**src/rtl/shutdown_sense_scan_if.sv**
```systemverilog
// -----------------------------------------------------------------------------
// shutdown_sense_scan_if
//   Bundles the control, sense-mux and fault-report signals of the
//   shutdown-sense scanner.
//   master : system side. Drives enable/mask/clear and the shared sense pin,
//            and observes the mux select and the fault outputs.
//   slave  : scanner side, the mirror image of master.
// Signals:
//   enable             scanning enabled
//   mask[N_CH]         1 = channel ignored by the filter
//   clear[N_CH]        per-channel clear strobe for the sticky bit and filter
//   shutdown_sense_pin shared asynchronous sense input from the mux
//   shutdown_sense_sel mux select, registered
//   shutdown_sense     sticky latched fault bits
//   any_shutdown       registered OR of shutdown_sense
//   scan_done          one-cycle pulse after the last channel is sampled
// -----------------------------------------------------------------------------
interface shutdown_sense_scan_if #(
  parameter int N_CH  = 8,
  parameter int SEL_W = 3
);
  logic             enable;
  logic [N_CH-1:0]  mask;
  logic [N_CH-1:0]  clear;
  logic             shutdown_sense_pin;
  logic [SEL_W-1:0] shutdown_sense_sel;
  logic [N_CH-1:0]  shutdown_sense;
  logic             any_shutdown;
  logic             scan_done;

  modport master (
    output enable, mask, clear, shutdown_sense_pin,
    input  shutdown_sense_sel, shutdown_sense, any_shutdown, scan_done
  );

  modport slave (
    input  enable, mask, clear, shutdown_sense_pin,
    output shutdown_sense_sel, shutdown_sense, any_shutdown, scan_done
  );
endinterface

```
**src/rtl/shutdown_sense_scan.sv**
```systemverilog
// -----------------------------------------------------------------------------
// shutdown_sense_scan
//   Time-multiplexed shutdown-sense scanner. Steps an external mux select
//   through N_CH channels, lets each selection settle for SETTLE_CYCLES
//   cycles, then samples the shared sense pin once. Each channel has a
//   consecutive-sample filter (FILTER_COUNT hits on successive scans) that
//   sets a sticky fault bit, with per-channel mask and clear.
// Ports:
//   clk  system clock
//   rst  synchronous, active-high reset
//   bus  shutdown_sense_scan_if.slave (control, sense mux, fault outputs)
// -----------------------------------------------------------------------------
module shutdown_sense_scan #(
  parameter int N_CH          = 8,
  parameter int SETTLE_CYCLES = 4,
  parameter int FILTER_COUNT  = 3,
  parameter int ACTIVE_HIGH   = 1
) (
  input  logic                 clk,
  input  logic                 rst,
  shutdown_sense_scan_if.slave bus
);

  localparam int SEL_W = (N_CH > 1) ? $clog2(N_CH) : 1;
  localparam int SET_W = (SETTLE_CYCLES > 1) ? $clog2(SETTLE_CYCLES) : 1;
  localparam int CNT_W = $clog2(FILTER_COUNT + 1);

  localparam logic [SEL_W-1:0] LAST_CH     = SEL_W'(N_CH - 1);
  localparam logic [SET_W-1:0] SETTLE_LAST = SET_W'(SETTLE_CYCLES - 1);
  localparam logic [CNT_W-1:0] CNT_MAX     = CNT_W'(FILTER_COUNT);
  // Pin level that means "no fault"; the synchroniser resets to it so a
  // reset never looks like a fault on the first sample.
  localparam logic             PIN_IDLE    = (ACTIVE_HIGH != 0) ? 1'b0 : 1'b1;

  typedef enum logic [1:0] {
    ST_IDLE,
    ST_SETTLE,
    ST_SAMPLE
  } state_e;

  state_e           state_q;
  logic [SEL_W-1:0] sel_q;
  logic [SET_W-1:0] settle_q;
  logic             scan_done_q;
  logic             sync1_q, sync2_q;
  logic             fault;
  logic [CNT_W-1:0] cnt_q [N_CH];
  logic [CNT_W-1:0] cnt_d [N_CH];
  logic [N_CH-1:0]  sense_q, sense_d;
  logic             any_q;

  // Two-flop synchroniser for the asynchronous pin, then normalise so that
  // fault = 1 regardless of pin polarity.
  // NOTE: sequential state uses non-blocking (<=) so every flop samples the
  // pre-edge value of the others; sync2_q must see the old sync1_q.
  always_ff @(posedge clk) begin
    if (rst) begin
      sync1_q <= PIN_IDLE;
      sync2_q <= PIN_IDLE;
    end else begin
      sync1_q <= bus.shutdown_sense_pin;
      sync2_q <= sync1_q;
    end
  end

  assign fault = (ACTIVE_HIGH != 0) ? sync2_q : ~sync2_q;

  // Scan sequencer. The settle window covers the synchroniser latency, so
  // the value sampled in ST_SAMPLE belongs to the channel on sel_q.
  always_ff @(posedge clk) begin
    if (rst) begin
      state_q     <= ST_IDLE;
      sel_q       <= '0;
      settle_q    <= '0;
      scan_done_q <= 1'b0;
    end else begin
      scan_done_q <= 1'b0;
      unique case (state_q)
        ST_IDLE: begin
          if (bus.enable) begin
            state_q  <= ST_SETTLE;
            settle_q <= '0;
          end
        end
        ST_SETTLE: begin
          // Abort leaves sel_q untouched so scanning resumes on the same
          // channel with a full settle window.
          if (!bus.enable) begin
            state_q <= ST_IDLE;
          end else if (settle_q == SETTLE_LAST) begin
            state_q <= ST_SAMPLE;
          end else begin
            settle_q <= settle_q + 1'b1;
          end
        end
        ST_SAMPLE: begin
          // Explicit wrap so non-power-of-two channel counts never select
          // a nonexistent channel.
          sel_q       <= (sel_q == LAST_CH) ? '0 : sel_q + 1'b1;
          scan_done_q <= (sel_q == LAST_CH);
          settle_q    <= '0;
          state_q     <= bus.enable ? ST_SETTLE : ST_IDLE;
        end
        default: state_q <= ST_IDLE;
      endcase
    end
  end

  // Per-channel filter. Counters persist across scans, so "consecutive"
  // means consecutive visits to that channel. Clear is applied last so it
  // overrides a set in the same cycle.
  // NOTE: every always_comb output gets a default first; without it a path
  // that skips an assignment would infer a latch.
  always_comb begin
    cnt_d   = cnt_q;
    sense_d = sense_q;
    for (int i = 0; i < N_CH; i++) begin
      if (state_q == ST_SAMPLE && sel_q == SEL_W'(i)) begin
        if (bus.mask[i]) begin
          cnt_d[i] = '0;
        end else if (fault) begin
          if (cnt_q[i] != CNT_MAX) cnt_d[i] = cnt_q[i] + 1'b1;
          if (cnt_d[i] == CNT_MAX) sense_d[i] = 1'b1;
        end else begin
          cnt_d[i] = '0;
        end
      end
      if (bus.clear[i]) begin
        cnt_d[i]   = '0;
        sense_d[i] = 1'b0;
      end
    end
  end

  // NOTE: the counter array is a handful of flops, not a RAM, so it is
  // reset with the rest of the state; a true memory would not be.
  always_ff @(posedge clk) begin
    if (rst) begin
      cnt_q   <= '{default: '0};
      sense_q <= '0;
      any_q   <= 1'b0;
    end else begin
      cnt_q   <= cnt_d;
      sense_q <= sense_d;
      any_q   <= |sense_q;
    end
  end

  assign bus.shutdown_sense_sel = sel_q;
  assign bus.shutdown_sense     = sense_q;
  assign bus.any_shutdown       = any_q;
  assign bus.scan_done          = scan_done_q;

endmodule

```
**src/flat_wrapper.sv**
```systemverilog
// flat-port wrapper written by rule: the top's interface ports become plain ports
module shutdown_sense_scan_flat 
#(
  parameter int N_CH          = 8,
  parameter int SETTLE_CYCLES = 4,
  parameter int FILTER_COUNT  = 3,
  parameter int ACTIVE_HIGH   = 1
)
  (clk, rst, bus_enable, bus_mask, bus_clear, bus_shutdown_sense_pin, bus_shutdown_sense_sel, bus_shutdown_sense, bus_any_shutdown, bus_scan_done);
  shutdown_sense_scan_if #(.N_CH(N_CH), .SEL_W(3)) bus_i ();
  input  logic clk;
  input  logic rst;
  input wire logic [$bits(bus_i.enable)-1:0] bus_enable;
  input wire logic [$bits(bus_i.mask)-1:0] bus_mask;
  input wire logic [$bits(bus_i.clear)-1:0] bus_clear;
  input wire logic [$bits(bus_i.shutdown_sense_pin)-1:0] bus_shutdown_sense_pin;
  output wire logic [$bits(bus_i.shutdown_sense_sel)-1:0] bus_shutdown_sense_sel;
  output wire logic [$bits(bus_i.shutdown_sense)-1:0] bus_shutdown_sense;
  output wire logic [$bits(bus_i.any_shutdown)-1:0] bus_any_shutdown;
  output wire logic [$bits(bus_i.scan_done)-1:0] bus_scan_done;
  assign bus_i.enable = bus_enable;
  assign bus_i.mask = bus_mask;
  assign bus_i.clear = bus_clear;
  assign bus_i.shutdown_sense_pin = bus_shutdown_sense_pin;
  assign bus_shutdown_sense_sel = bus_i.shutdown_sense_sel;
  assign bus_shutdown_sense = bus_i.shutdown_sense;
  assign bus_any_shutdown = bus_i.any_shutdown;
  assign bus_scan_done = bus_i.scan_done;
  shutdown_sense_scan #(.N_CH(N_CH), .SETTLE_CYCLES(SETTLE_CYCLES), .FILTER_COUNT(FILTER_COUNT), .ACTIVE_HIGH(ACTIVE_HIGH)) u_core (.clk(clk), .rst(rst), .bus(bus_i));
endmodule
```
**config.mk**
```make
export PLATFORM = sky130hd
export DESIGN_NAME = shutdown_sense_scan_flat
export DESIGN_NICKNAME = d
export VERILOG_FILES = /design/src/rtl/shutdown_sense_scan_if.sv /design/src/rtl/shutdown_sense_scan.sv /design/src/flat_wrapper.sv
export SDC_FILE = /design/constraint.sdc
export NUM_CORES = 1
export LEC_CHECK = 0
export CORE_MARGIN = 10
export CORE_UTILIZATION = 28
export DETAILED_ROUTE_END_ITERATION = 10
export GPL_TIMING_DRIVEN = 0
export SYNTH_ARGS = -nofsm -noshare
export SYNTH_HDL_FRONTEND = slang
export SYNTH_SLANG_ARGS = --single-unit
```
**constraint.sdc**
```tcl
create_clock -name clk -period 1.31 [get_ports clk]
set_input_delay 0.1965 -clock clk [delete_from_list [all_inputs] [get_ports clk]]
set_output_delay 0.1965 -clock clk [all_outputs]
set_load 0.01 [all_outputs]
```
==> flow_metrics.env, run 1 <==
export IMPL_status="complete, no violations"
export IMPL_clockRootBuffer="clkbuf_8"
export IMPL_synthFlopType="dfxtp_1"
export IMPL_ctsLongestPathBuffers=2
export IMPL_syn_avg_cell_area_sq_um=9.548
export IMPL_total_power_w=0.002053
export IMPL_start_util=0.2895
export IMPL_ys_warn_count=0
export IMPL_diodes=0
export IMPL_crit_required_ps=1500
export IMPL_maxSlewHeadroom=0.5573
export IMPL_hold_ws_ps=270.3
export IMPL_clock_fmax_mhz=779.1
export IMPL_h_tree_depth=2
export IMPL_hold_violations=0
export IMPL_cts_tree="yes"
export IMPL_worst_pin_slew_ps=664.1
export IMPL_drcViolationCount=0
export IMPL_synth_edf_count=0
export IMPL_synth_area_sq_um=1604
export IMPL_clk_transition_reported_paths_ps=70
export IMPL_hp_class="primary input to flop"
export IMPL_antenna_found_initial=0
export IMPL_async_flop_share=0
export IMPL_fin_nets=238
export IMPL_hpwl_mm=2.876
export IMPL_die_area_sq_um=9157
export IMPL_grt_max_degree=11
export IMPL_leakagePower_nw=0.7772
export IMPL_fin_crit_ps=1284
export IMPL_cap_violations=0
export IMPL_final_common_cell="dfxtp_1"
export IMPL_rsz0062_at_grt="true"
export IMPL_cp_data_arrival_time_ps=1470
export IMPL_grt_pass1_vias=1356
export IMPL_rows=27
export IMPL_die_height_um=95.69
export IMPL_layoutNonFillerInstCount=284
export IMPL_gp_congestion=0.7538
export IMPL_peakVddDrop_mv=0.3123
export IMPL_cts_buffers=5
export IMPL_vias=1416
export IMPL_startpoint_type="flop"
export IMPL_slew_violations=0
export IMPL_fin_skew_ps=2.988
export IMPL_drtIter0Drc=52
export IMPL_power_density_nw_per_um2=904.4
export IMPL_wl_mm=4.117
export IMPL_seq_power_share=0.522
export IMPL_cp_end_kind="flop"
export IMPL_holdBufCountCts=0
export IMPL_seq_area_frac_synth=0.4368
export IMPL_core_area_sq_um=5540
export IMPL_viasPerCell=4.986
export IMPL_drtPass1Iterations=4
export IMPL_synthCells=168
export IMPL_nFillCells=570
export IMPL_grt_pass1_wl_mm=6.292
export IMPL_path_class="flop to flop"
export IMPL_cts_sinks=35
export IMPL_swShare=0.2146
export IMPL_insertion_delay_ps=280
export IMPL_grt_ovfl_total=0
export IMPL_track_usage=0.08762
export IMPL_drtAntennaViolNets=0
export IMPL_finalSetupViolCount=0
export IMPL_die_x_um=95.69
export IMPL_p_clk_frac=0.418
export IMPL_io_buffer_count=31
export IMPL_cp_max_fo=5
export IMPL_ys_ff_latch=35
export IMPL_syn_nets=195
export IMPL_synthToLayoutAreaGrowth_pct=41.50
export IMPL_placed_cells=271
export IMPL_p_switching_w=0.0004405
export IMPL_wire_per_inst_um=14.50
export IMPL_drive_gt1_frac=0.2594
export IMPL_pwr_share_comb=0.060
export IMPL_synth_cell_types=32
export IMPL_mostFrequentLayoutCells="29 x dfxtp_1, 18 x clkdlybuf4s50_1, 13 x dlygate4sd2_1, 12 x nor2b_1, 12 x nand2b_1"
export IMPL_p_int_w=0.001612
export IMPL_io_pins=33
export IMPL_finalCritPeriodShare=0.9798
-- worst max-delay path, stage by stage, from the launching register on --
cell      delay, ps
dfxtp_4         380
inv_4            40
ha_4            140
and4bb_2        250
nor2b_4         140
nor4_2          230
-- per-layer routing --
layer | wire (um) | GRT usage | up-vias | part of all wire
met4 | 40 | 0.03686 | 0 | 0.0097
met3 | 351 | 0.03813 | 4 | 0.085
met2 | 1873 | 0.1349 | 31 | 0.45
met5 | 0 | 0 | - | 0
met1 | 1852 | 0.1044 | 672 | 0.45
li1 | - | - | 709 | -
-- power by group through the flow --
stage | combinational, W | sequential [W] | clock, W
global route | 0.000133 | 0.00107 | 0.000922
finish | 0.000123 | 0.00107 | 0.000858
CTS | 0.000119 | 0.00107 | 0.000882
floorplan | 0.0000391 | 0.00110 | 0
global placement | 0.000118 | 0.00110 | 0
detailed placement | 0.000118 | 0.00110 | 0
-- per-stage QoR --
stage	setup slack (ps)	utilization	TNS [ps]	cell area [sq um]
5_1_grt	-40.20	0.4097	-141.7	2270
4_1_cts	-20.23	0.3835	-22.29	2125
6_report	26.43	0.4097	0	2270
3_3_place_gp	-115.8	0.3620	-825.0	2006
3_5_place_dp	-100.8	0.3620	-883.5	2006
2_1_floorplan	7.232	-	0	1605
-- cell families (layout without fill, tap and decap cells) --
| group | after synthesis | count (layout) | share of synthesized area |
|---|---|---|---|
| AOI/OAI and AO/OA | 34 | 34 | 0.1482 |
| adders and majority gates | 7 | 7 | 0.05460 |
| buffers and inverters | 12 | 56 | 0.03744 |
| DFF | 35 | 35 | 0.4368 |
| muxes | 1 | 1 | 0.006240 |
| and+or+nand+nor | 79 | 79 | 0.3167 |
-- state kept, by name, summed over array words and instances (netlist names) --
| name | cells |
|---|---|
| u_core.bus.any_shutdown | 1 |
| u_core.fault | 1 |
| u_core.bus.scan_done | 1 |
| u_core.sync1_q | 1 |
| u_core.settle_q | 2 |
| u_core.cnt_q | 16 |
| u_core.state_q | 2 |
| u_core.bus.shutdown_sense | 8 |
| u_core.bus.shutdown_sense_sel | 3 |
-- what timing repair did --
item / in CTS / in global routing
buffers inserted: 1 / 3
pin swaps: 3 / 12
gates cloned: 0 / 1
setup endpoints to repair: 29 / 20
gates resized for setup: 21 / 35
-- final cells by class --
| type | count | area (sq um) | share of cell area |
|---|---|---|---|
| Buffer | 7 | 48.80 | 0.02150 |
| Timing Repair Buffer | 36 | 329.1 | 0.1450 |
| Clock buffer | 8 | 100.1 | 0.04410 |
| Tap cell | 72 | 90.09 | 0.03969 |
| Multi-Input combinational cell | 121 | 964.7 | 0.4250 |
| Sequential cell | 35 | 713.2 | 0.3142 |
| Inverter | 5 | 23.77 | 0.01047 |
-- final timing paths --
path	start	to	slack, ps	cells after the start
worst min register to register	u_core.sync1_q	u_core.fault	440	1
worst max-delay path	u_core.bus.shutdown_sense_sel[0]	u_core.cnt_q[15]	30	5
worst max register to register	u_core.bus.shutdown_sense_sel[0]	u_core.cnt_q[15]	30	5
worst min-delay path	rst	u_core.sync1_q	270	2
-- synth_stat cells, types with 2 or more instances --
master      n  area, sq um
dfxtp_1    35        700.7
nor2b_1    16        100.1
nand2b_1   14        87.58
a21oi_1    11        55.05
a31oi_1     8        50.05
nor3_1      8        40.04
nor4_1      8        50.05
ha_1        7        87.58
a211oi_1    6        45.04
nand3_1     6        30.03
nor2_1      6        22.52
inv_1       5        18.77
clkbuf_1    4        15.01
nand2_1     4        15.01
a211oi_2    3        37.54
and4b_1     3        30.03
nand3b_1    3        22.52
a41oi_1     2        17.52
and4bb_1    2        25.02
buf_4       2        15.01
nor3b_1     2        15.01
nor4_2      2        25.02
o2111ai_1   2        17.52
No activity file was read; power rests on OpenSTA's default activity.
==> inputs of run 2 (changes only) <==
Settings changed: SLEW_MARGIN set to 30.
==> results of run 2 <==
The final DEF is identical to that of run 1; final timing and power are the same.
